**config.mk**
```make
export PLATFORM = sky130hd
export DESIGN_NAME = vslc_spi_eeprom_fetch
export DESIGN_NICKNAME = d
export VERILOG_FILES = /design/src/rtl/vslc_spi_eeprom_fetch.sv
export SDC_FILE = /design/constraint.sdc
export NUM_CORES = 1
export LEC_CHECK = 0
export ABC_AREA = 1
export CAP_MARGIN = 40
export CORE_MARGIN = 4
export CORE_UTILIZATION = 50
export CTS_BUF_LIST = sky130_fd_sc_hd__clkbuf_2 sky130_fd_sc_hd__clkbuf_4 sky130_fd_sc_hd__clkbuf_8
export CTS_CLUSTER_SIZE = 30
export DETAILED_ROUTE_END_ITERATION = 12
export PLACE_DENSITY = 0.82
export SLEW_MARGIN = 30
export SYNTH_ARGS = -nofsm -noshare
export SYNTH_HDL_FRONTEND = slang
export SYNTH_SLANG_ARGS = --single-unit
```
**constraint.sdc**
```tcl
create_clock -name clk -period 1.79 [get_ports clk]
set_clock_uncertainty 0.15 [all_clocks]
set_input_delay 0.358 -clock clk [delete_from_list [all_inputs] [get_ports clk]]
set_output_delay 0.358 -clock clk [all_outputs]
set_load 0.02 [all_outputs]
```
**src/rtl/vslc_spi_eeprom_fetch.sv**
```systemverilog
// vslc_spi_eeprom_fetch: SPI mode-0 sequential reader for 25xx EEPROMs.
// Sends READ plus a start address, then streams bytes to the VSLC core.
module vslc_spi_eeprom_fetch #(
  parameter int         ADDR_W    = 16,
  parameter logic [7:0] CMD_READ  = 8'h03,
  parameter int         GAP_TICKS = 2
) (
  input  logic              clk,
  input  logic              rst_n,
  input  logic [7:0]        spi_div,
  input  logic              restart,
  input  logic [ADDR_W-1:0] start_addr,
  input  logic              hold_n,
  input  logic              cipo,
  output logic              copi,
  output logic              sck,
  output logic              cs_n,
  output logic              sd_oe,
  output logic              byte_valid,
  output logic [7:0]        byte_data,
  output logic [ADDR_W-1:0] byte_addr,
  output logic [3:0]        bit_index
);

  localparam int TX_W = 8 + ADDR_W;
  localparam int CW   = $clog2(ADDR_W) + 1;

  typedef enum logic [2:0] {
    GAP,
    CMD,
    ADDR,
    DATA,
    HOLD
  } state_t;

  state_t            state_q, state_d;
  state_t            resume_q, resume_d;
  state_t            eff;
  logic [7:0]        div_q, div_d;
  logic [7:0]        gap_q, gap_d;
  logic [CW-1:0]     cnt_q, cnt_d;
  logic [CW-1:0]     last_idx;
  logic              last_q, last_d;
  logic [TX_W-1:0]   tx_q, tx_d;
  logic [6:0]        rx_q, rx_d;
  logic [ADDR_W-1:0] addr_q, addr_d;
  logic [ADDR_W-1:0] cur_addr;
  logic              load_q, load_d;
  logic              sck_q, sck_d;
  logic              cs_n_q, cs_n_d;
  logic              copi_q, copi_d;
  logic              oe_q, oe_d;
  logic              bv_q, bv_d;
  logic [7:0]        bdata_q, bdata_d;
  logic [ADDR_W-1:0] baddr_q, baddr_d;

  logic tick;
  logic in_gap;
  logic fall;
  logic rise;

  assign tick   = div_q >= spi_div;
  assign in_gap = state_q == GAP;
  assign fall   = !in_gap && sck_q;
  assign rise   = !in_gap && !sck_q;

  // HOLD resumes into the interrupted field on the same tick
  assign eff = (state_q == HOLD) ? resume_q : state_q;

  assign last_idx = (eff == ADDR) ? CW'(ADDR_W - 1) : CW'(7);

  // address is latched one clk after reset release
  assign cur_addr = load_q ? start_addr : addr_q;

  always_comb begin
    state_d  = state_q;
    resume_d = resume_q;
    div_d    = tick ? 8'd0 : div_q + 8'd1;
    gap_d    = gap_q;
    cnt_d    = cnt_q;
    last_d   = last_q;
    tx_d     = tx_q;
    rx_d     = rx_q;
    addr_d   = addr_q;
    load_d   = 1'b0;
    sck_d    = sck_q;
    cs_n_d   = cs_n_q;
    copi_d   = copi_q;
    oe_d     = oe_q;
    bv_d     = 1'b0;
    bdata_d  = bdata_q;
    baddr_d  = baddr_q;

    if (load_q) begin
      addr_d = start_addr;
    end

    if (tick) begin
      unique case (1'b1)
        in_gap: begin
          sck_d  = 1'b0;
          cs_n_d = 1'b1;
          if (gap_q == 8'(GAP_TICKS - 1)) begin
            state_d = CMD;
            gap_d   = 8'd0;
            cs_n_d  = 1'b0;
            oe_d    = 1'b1;
            tx_d    = {CMD_READ, cur_addr};
            copi_d  = CMD_READ[7];
          end else begin
            gap_d = gap_q + 8'd1;
          end
        end
        fall: begin
          sck_d = 1'b0;
          if (state_q != DATA) begin
            last_d = 1'b0;
            if (last_q && state_q == ADDR) begin
              state_d = DATA;
              copi_d  = 1'b0;
              oe_d    = 1'b0;
            end else begin
              tx_d   = tx_q << 1;
              copi_d = tx_q[TX_W-2];
              if (last_q) begin
                state_d = ADDR;
              end
            end
          end
        end
        rise && !hold_n: begin
          if (state_q != HOLD) begin
            resume_d = state_q;
          end
          state_d = HOLD;
        end
        default: begin
          state_d = eff;
          sck_d   = 1'b1;
          rx_d    = {rx_q[5:0], cipo};
          cnt_d   = cnt_q + CW'(1);
          if (cnt_q == last_idx) begin
            cnt_d = '0;
            if (eff == DATA) begin
              bv_d    = 1'b1;
              bdata_d = {rx_q, cipo};
              baddr_d = addr_q;
              addr_d  = addr_q + ADDR_W'(1);
            end else begin
              last_d = 1'b1;
            end
          end
        end
      endcase
    end

    // a byte finishing on this clk keeps its strobe
    if (restart) begin
      state_d = GAP;
      addr_d  = start_addr;
      load_d  = 1'b0;
      div_d   = 8'd0;
      gap_d   = 8'd0;
      cnt_d   = '0;
      last_d  = 1'b0;
      sck_d   = 1'b0;
      cs_n_d  = 1'b1;
      copi_d  = 1'b0;
      oe_d    = 1'b0;
    end
  end

  always_ff @(posedge clk or negedge rst_n) begin
    if (!rst_n) begin
      state_q  <= GAP;
      resume_q <= GAP;
      div_q    <= 8'd0;
      gap_q    <= 8'd0;
      cnt_q    <= '0;
      last_q   <= 1'b0;
      tx_q     <= '0;
      rx_q     <= '0;
      addr_q   <= '0;
      load_q   <= 1'b1;
      sck_q    <= 1'b0;
      cs_n_q   <= 1'b1;
      copi_q   <= 1'b0;
      oe_q     <= 1'b0;
      bv_q     <= 1'b0;
      bdata_q  <= 8'd0;
      baddr_q  <= '0;
    end else begin
      state_q  <= state_d;
      resume_q <= resume_d;
      div_q    <= div_d;
      gap_q    <= gap_d;
      cnt_q    <= cnt_d;
      last_q   <= last_d;
      tx_q     <= tx_d;
      rx_q     <= rx_d;
      addr_q   <= addr_d;
      load_q   <= load_d;
      sck_q    <= sck_d;
      cs_n_q   <= cs_n_d;
      copi_q   <= copi_d;
      oe_q     <= oe_d;
      bv_q     <= bv_d;
      bdata_q  <= bdata_d;
      baddr_q  <= baddr_d;
    end
  end

  assign sck        = sck_q;
  assign cs_n       = cs_n_q;
  assign copi       = copi_q;
  assign sd_oe      = oe_q;
  assign byte_valid = bv_q;
  assign byte_data  = bdata_q;
  assign byte_addr  = baddr_q;
  assign bit_index  = cnt_q[3:0];

endmodule

```
# Yosys cells after proc, flatten, opt, wreduce, memory -nomap -nowiden

Index checks and enable logic that the tools add are counted.

Muxes and demuxes: 58
Bitwise gates (word level): 1
Reduce and logical (&&, ||, !) cells: 27
Magnitude comparators: 1
Add/subtract/negate cells: 4
Equal/unequal tests: 19

Operator list:

| cell                    | count |
|---|---|
| $mux W16                | 6 |
| $mux W23                | 3 |
| $mux W8                 | 6 |
| $pmux W23 S2            | 1 |
| $mux W1                 | 25 |
| $mux W3                 | 7 |
| $mux W5                 | 4 |
| $add A16 B1 Y16 const B | 1 |
| $add A8 B1 Y8 const B   | 2 |
| $reduce_and A5 Y1       | 3 |
| $ne A3 B2 Y1 const B    | 4 |
| $reduce_and A4 Y1       | 3 |
| $eq A3 B2 Y1 const B    | 3 |
| $pmux W3 S3             | 1 |
| $eq A8 B1 Y1 const B    | 1 |
| $ge A8 B8 Y1            | 1 |
| $ne A2 B1 Y1 const B    | 4 |
| $pmux W1 S2             | 4 |
| $reduce_and A2 Y1       | 4 |
| $ne A3 B3 Y1 const B    | 2 |
| $reduce_bool A2 Y1      | 3 |
| $reduce_bool A3 Y1      | 2 |
| $add A5 B1 Y5 const B   | 1 |
| $eq A5 B4 Y1            | 1 |
| other kinds (11)        | 18 |

Logic and storage cells: 127
Flip-flop bits (word level): 104

# Depth between registers and ports, before layout

Gate-level depths: netlist (run 1).

Word-level depth: 9
Mapped depth: 15
Mapped depth without buffers: 14

# Least setup slack after synthesis (run 1)

OpenSTA, ideal clock, no wires.

Path kind: input port to flip-flop
Start point: in spi_div[7]
End point: reg baddr_q[11], in the netlist byte_addr[11]
Stages: 12
Path buffers: 1
Arrival time: 1728 ps
Setup time: 120 ps
Path slack: -208 ps
Required time: 1520 ps
Path through: inv_1 ha_1 nand2_1 nor2_1 nand4_1 nand3_1 nand2_2 nor2_4 inv_2 buf_6 nand2_1 o21ai_2

Word-level cells in the longest chain between the ends: 2

RTL lines:

| item                               | line | text |
|---|---|---|
| from (decl)                        | 10   | `input logic [7:0] spi_div,` |
| $ge A8 B8 Y1                       | 62   | `assign tick = div_q >= spi_div;` |
| $reduce_and A4 Y1 (no source line) | --   |  |
| to (signal assigned)               | 209  | `baddr_q <= baddr_d;` |
| to (decl)                          | 55   | `logic [ADDR_W-1:0] baddr_q, baddr_d;` |

Every way passes these cells.
A chain may end at the register's enable or synchronous reset.

# Final worst setup path (run 1)

Start point: reg div_q[6]
End point: reg rx_q[6]

Word-level cells in the longest chain between the ends: 2

RTL lines:

| item                               | line | text |
|---|---|---|
| from (decl)                        | 39   | `logic [7:0] div_q, div_d;` |
| from (signal assigned)             | 195  | `div_q <= div_d;` |
| $ge A8 B8 Y1                       | 62   |  |
| $reduce_and A2 Y1 (no source line) | --   |  |
| to (signal assigned)               | 200  | `rx_q <= rx_d;` |
| to (decl)                          | 45   | `logic [6:0] rx_q, rx_d;` |

Every way passes these cells.

==> results.toml, run 1 <==
[global_route]
first_global_vias = 5363
overflow = 0
grt_max_degree = 33
antenna_found_initial = 0
grt_pass1_wl_um = 24000
grt_util_all_layers_pct = 22.1

[sta]
tightest_slew_ns = 0.595
period_needed_ns = 2.16
setup_viol = 103
fin_tns_setup_ns = -30.56
hold_viol = 0
setup_ws_ns = -0.371
slew_headroom_pct = 60.0
post-route-period-util_pct = 121
fmax_mhz = 463
slew_viol_final = 0
rsz0062_at_grt = "true"

[worst_setup_path]
cpPeakStageDelay_ns = 0.47
cp_top_family = "flip-flops"
slowest_stage = "dfrtp_1"
path_cells = "ha_4, nand2_2, a21oi_1, nor2_4, nand3_4, nand2_4, buf_4, buf_6, inv_8, buf_12, nand2_2, nand2_2"
cp_common_cell = "nand2_2"
worst_setup_path_start_kind = "register"
cp.required_ns = 1.96
cp-end-kind = "register"
critPathBufInv = 4
crit_fanout = 7
critPathKind = "register to register"
arrival_ns = 2.33

[clock_tree]
cts-htree-levels = 3
path_clk_slew_ns = 0.12
numCtsBuffers = 9
cts-root-buf = "clkbuf_8"
cts_tree = "built"
clkLatencyLatePin_ns = 0.39
cts_buffer_depth = 2
cts.sinks = 104

[outcome]
violations = "negative setup slack"
status = "finished, violations left"

[power]
power_leakage_nw = 4.04
cellPowerDensity_mw_per_mm2 = 794
peakVddDrop_mv = 0.714
fin_total_pwr_w = 0.00633

[synthesis]
synth-seq-cells = 104
ys.flop_type = "dfrtp_1"
synth_edf_count = 0
yosysWarnings = 0
synthesis.nets = 807
synth_cell_types = 36
async_flop_share_pct = 100
avgSynthCellArea_um2 = 7.54
synthCells = 765
synth_seq_area_share_pct = 45.1
syn-cell-area_mm2 = 0.00577

[floorplanning]
rows = 38
start_util_pct = 52.1
die_x_um = 115
die_h_um = 115
io_pins = 62
dieArea_mm2 = 0.0133
core_region_area_mm2 = 0.0111

[placed_design]
dpl-instance-area_mm2 = 0.00694
place_congestion = 0.877
dp_hpwl_um = 9680
portBuffers = 61

[layout]
syn_to_final_growth_pct = 38.2
fin_util_pct = 72.0
final_cell_mix = "nand2_1 (233), dfrtp_1 (101), nand3_1 (61)"
fin_nets = 930
diodes = 0
layout-drive-gt1-share_pct = 27.9
final_area_mm2 = 0.00797
final_common_cell = "nand2_1"

[route]
drc = 0
wl_per_cell_um = 15.8
via_per_inst = 5.50
drt-total-wl_um = 16300
drtAntennaViolNets = 0
drt_iter0_markers = 468
dr.pass1.iters = 5
via_count = 5683

[flow_run]
cap_violations = 0

[min_path]
hold_class = "input pin to async pin"
==> registers in the layout (all words and copies together) (netlist names) <==
name	cells
load_q	1
byte_addr	16
state_q	3
resume_q	3
cs_n	1
byte_data	8
sck	1
rx_q	7
cnt_q	5
copi	1
last_q	1
addr_q	16
sd_oe	1
gap_q	8
div_q	8
byte_valid	1
tx_q	23
==> cells in the mapped netlist (4+ instances only) <==
cell type  number  area share [%]
a21oi_1         6            0.52
buf_2           8            0.69
buf_4           4            0.52
buf_6           5            0.98
clkbuf_1       15            0.98
dfrtp_1       102              44
ha_1           13             2.8
inv_1          56             3.6
inv_2           5            0.33
nand2_1       299              19
nand2_2         5            0.54
nand3_1        69             6.0
nand4_1        10             1.1
nor2_1         46             3.0
nor2_2          4            0.43
nor3_1          9            0.78
o21ai_0        28             2.4
o21ai_1        15             1.3
o21ai_2        13             2.0
o21bai_1       15             2.0
xnor2_1         6            0.91
xor2_1         13             2.0
==> worst reg2reg max path: stages, from the launching register on <==
cell and delay [ns]:
dfrtp_1 0.47, ha_4 0.30, nand2_2 0.07, a21oi_1 0.27, nor2_4 0.09, nand3_4 0.10, nand2_4 0.09, buf_4 0.14
buf_6 0.12, inv_8 0.06, buf_12 0.11, nand2_2 0.05, nand2_2 0.07
==> per-stage QoR <==
stage	worst slack, ns	cells	hold slack (ns)
2_1_floorplan	-0.122	765	-0.0876
3_3_place_gp	-0.728	993	0.189
3_5_place_dp	-0.843	993	0.189
4_1_cts	-0.260	1020	0.328
5_1_grt	-0.441	1033	0.363
6_report	-0.371	1033	0.329
==> cell families (layout without fill, tap and decap cells) <==
logic type,Yosys count,in the layout,share of synthesized area (%)
buf+inv,95,223,7.26
simple gates,452,452,33.2
xor+xnor,19,19,2.88
fa+ha+maj,13,13,2.82
compound gates,81,81,8.65
flops,104,104,45.1
other cells,1,1,0.0650
==> what timing repair did <==
item	CTS	global route
endpoints found under the hold margin	26	0
gates resized for setup	108	118
pin swaps	18	32
setup endpoints to repair	136	104
cloned	4	3
setup buffers	6	10
hold buffers	1	0
==> area by class of cell <==
| cell class | instances | area, µm² |
|---|---|---|
| clock buffers | 11 | 145 |
| clock inverters | 5 | 63.8 |
| fillers | 774 | 3110 |
| inverters | 62 | 260 |
| multi-input cells | 566 | 3270 |
| flip-flops and latches | 104 | 2610 |
| well taps | 140 | 175 |
| repair buffers | 144 | 1430 |
| repair inverters | 1 | 16.3 |
==> report_power, final <==
group | internal (W) | switching (W) | leakage, nW
registers | 0.00259 | 0.000211 | 1.40
logic | 0.000803 | 0.00114 | 2.54
clock network | 0.000712 | 0.000872 | 0.104
==> final timing paths <==
check                           slack, ns          end  depth (start not counted)  startpoint
min in group clk                     0.34     tx_q[14]                          2    tx_q[14]
worst min-delay path                 0.33  resume_q[2]                          2       rst_n
worst max-delay path                -0.37      rx_q[6]                         12    div_q[6]
max in group asynchronous            0.55       load_q                          3       rst_n
worst min register to register       0.34     tx_q[14]                          2    tx_q[14]
worst max register to register      -0.37      rx_q[6]                         12    div_q[6]
==> routing by layer <==
layer	vias to the layer above	track usage (%)	part of all wire (%)
met5	-	0	0
met4	0	6.89	2.6
met3	46	3.60	5.8
met2	220	38.5	51
met1	2736	28.2	41
li1	2681	-	-
No activity file was read; power rests on OpenSTA's default activity.
==> run 2: changes to the inputs <==
CTS_CLUSTER_DIAMETER = 50   (was default)
==> results of run 2 <==
Final layout, timing and power as in run 1 (identical DEF).
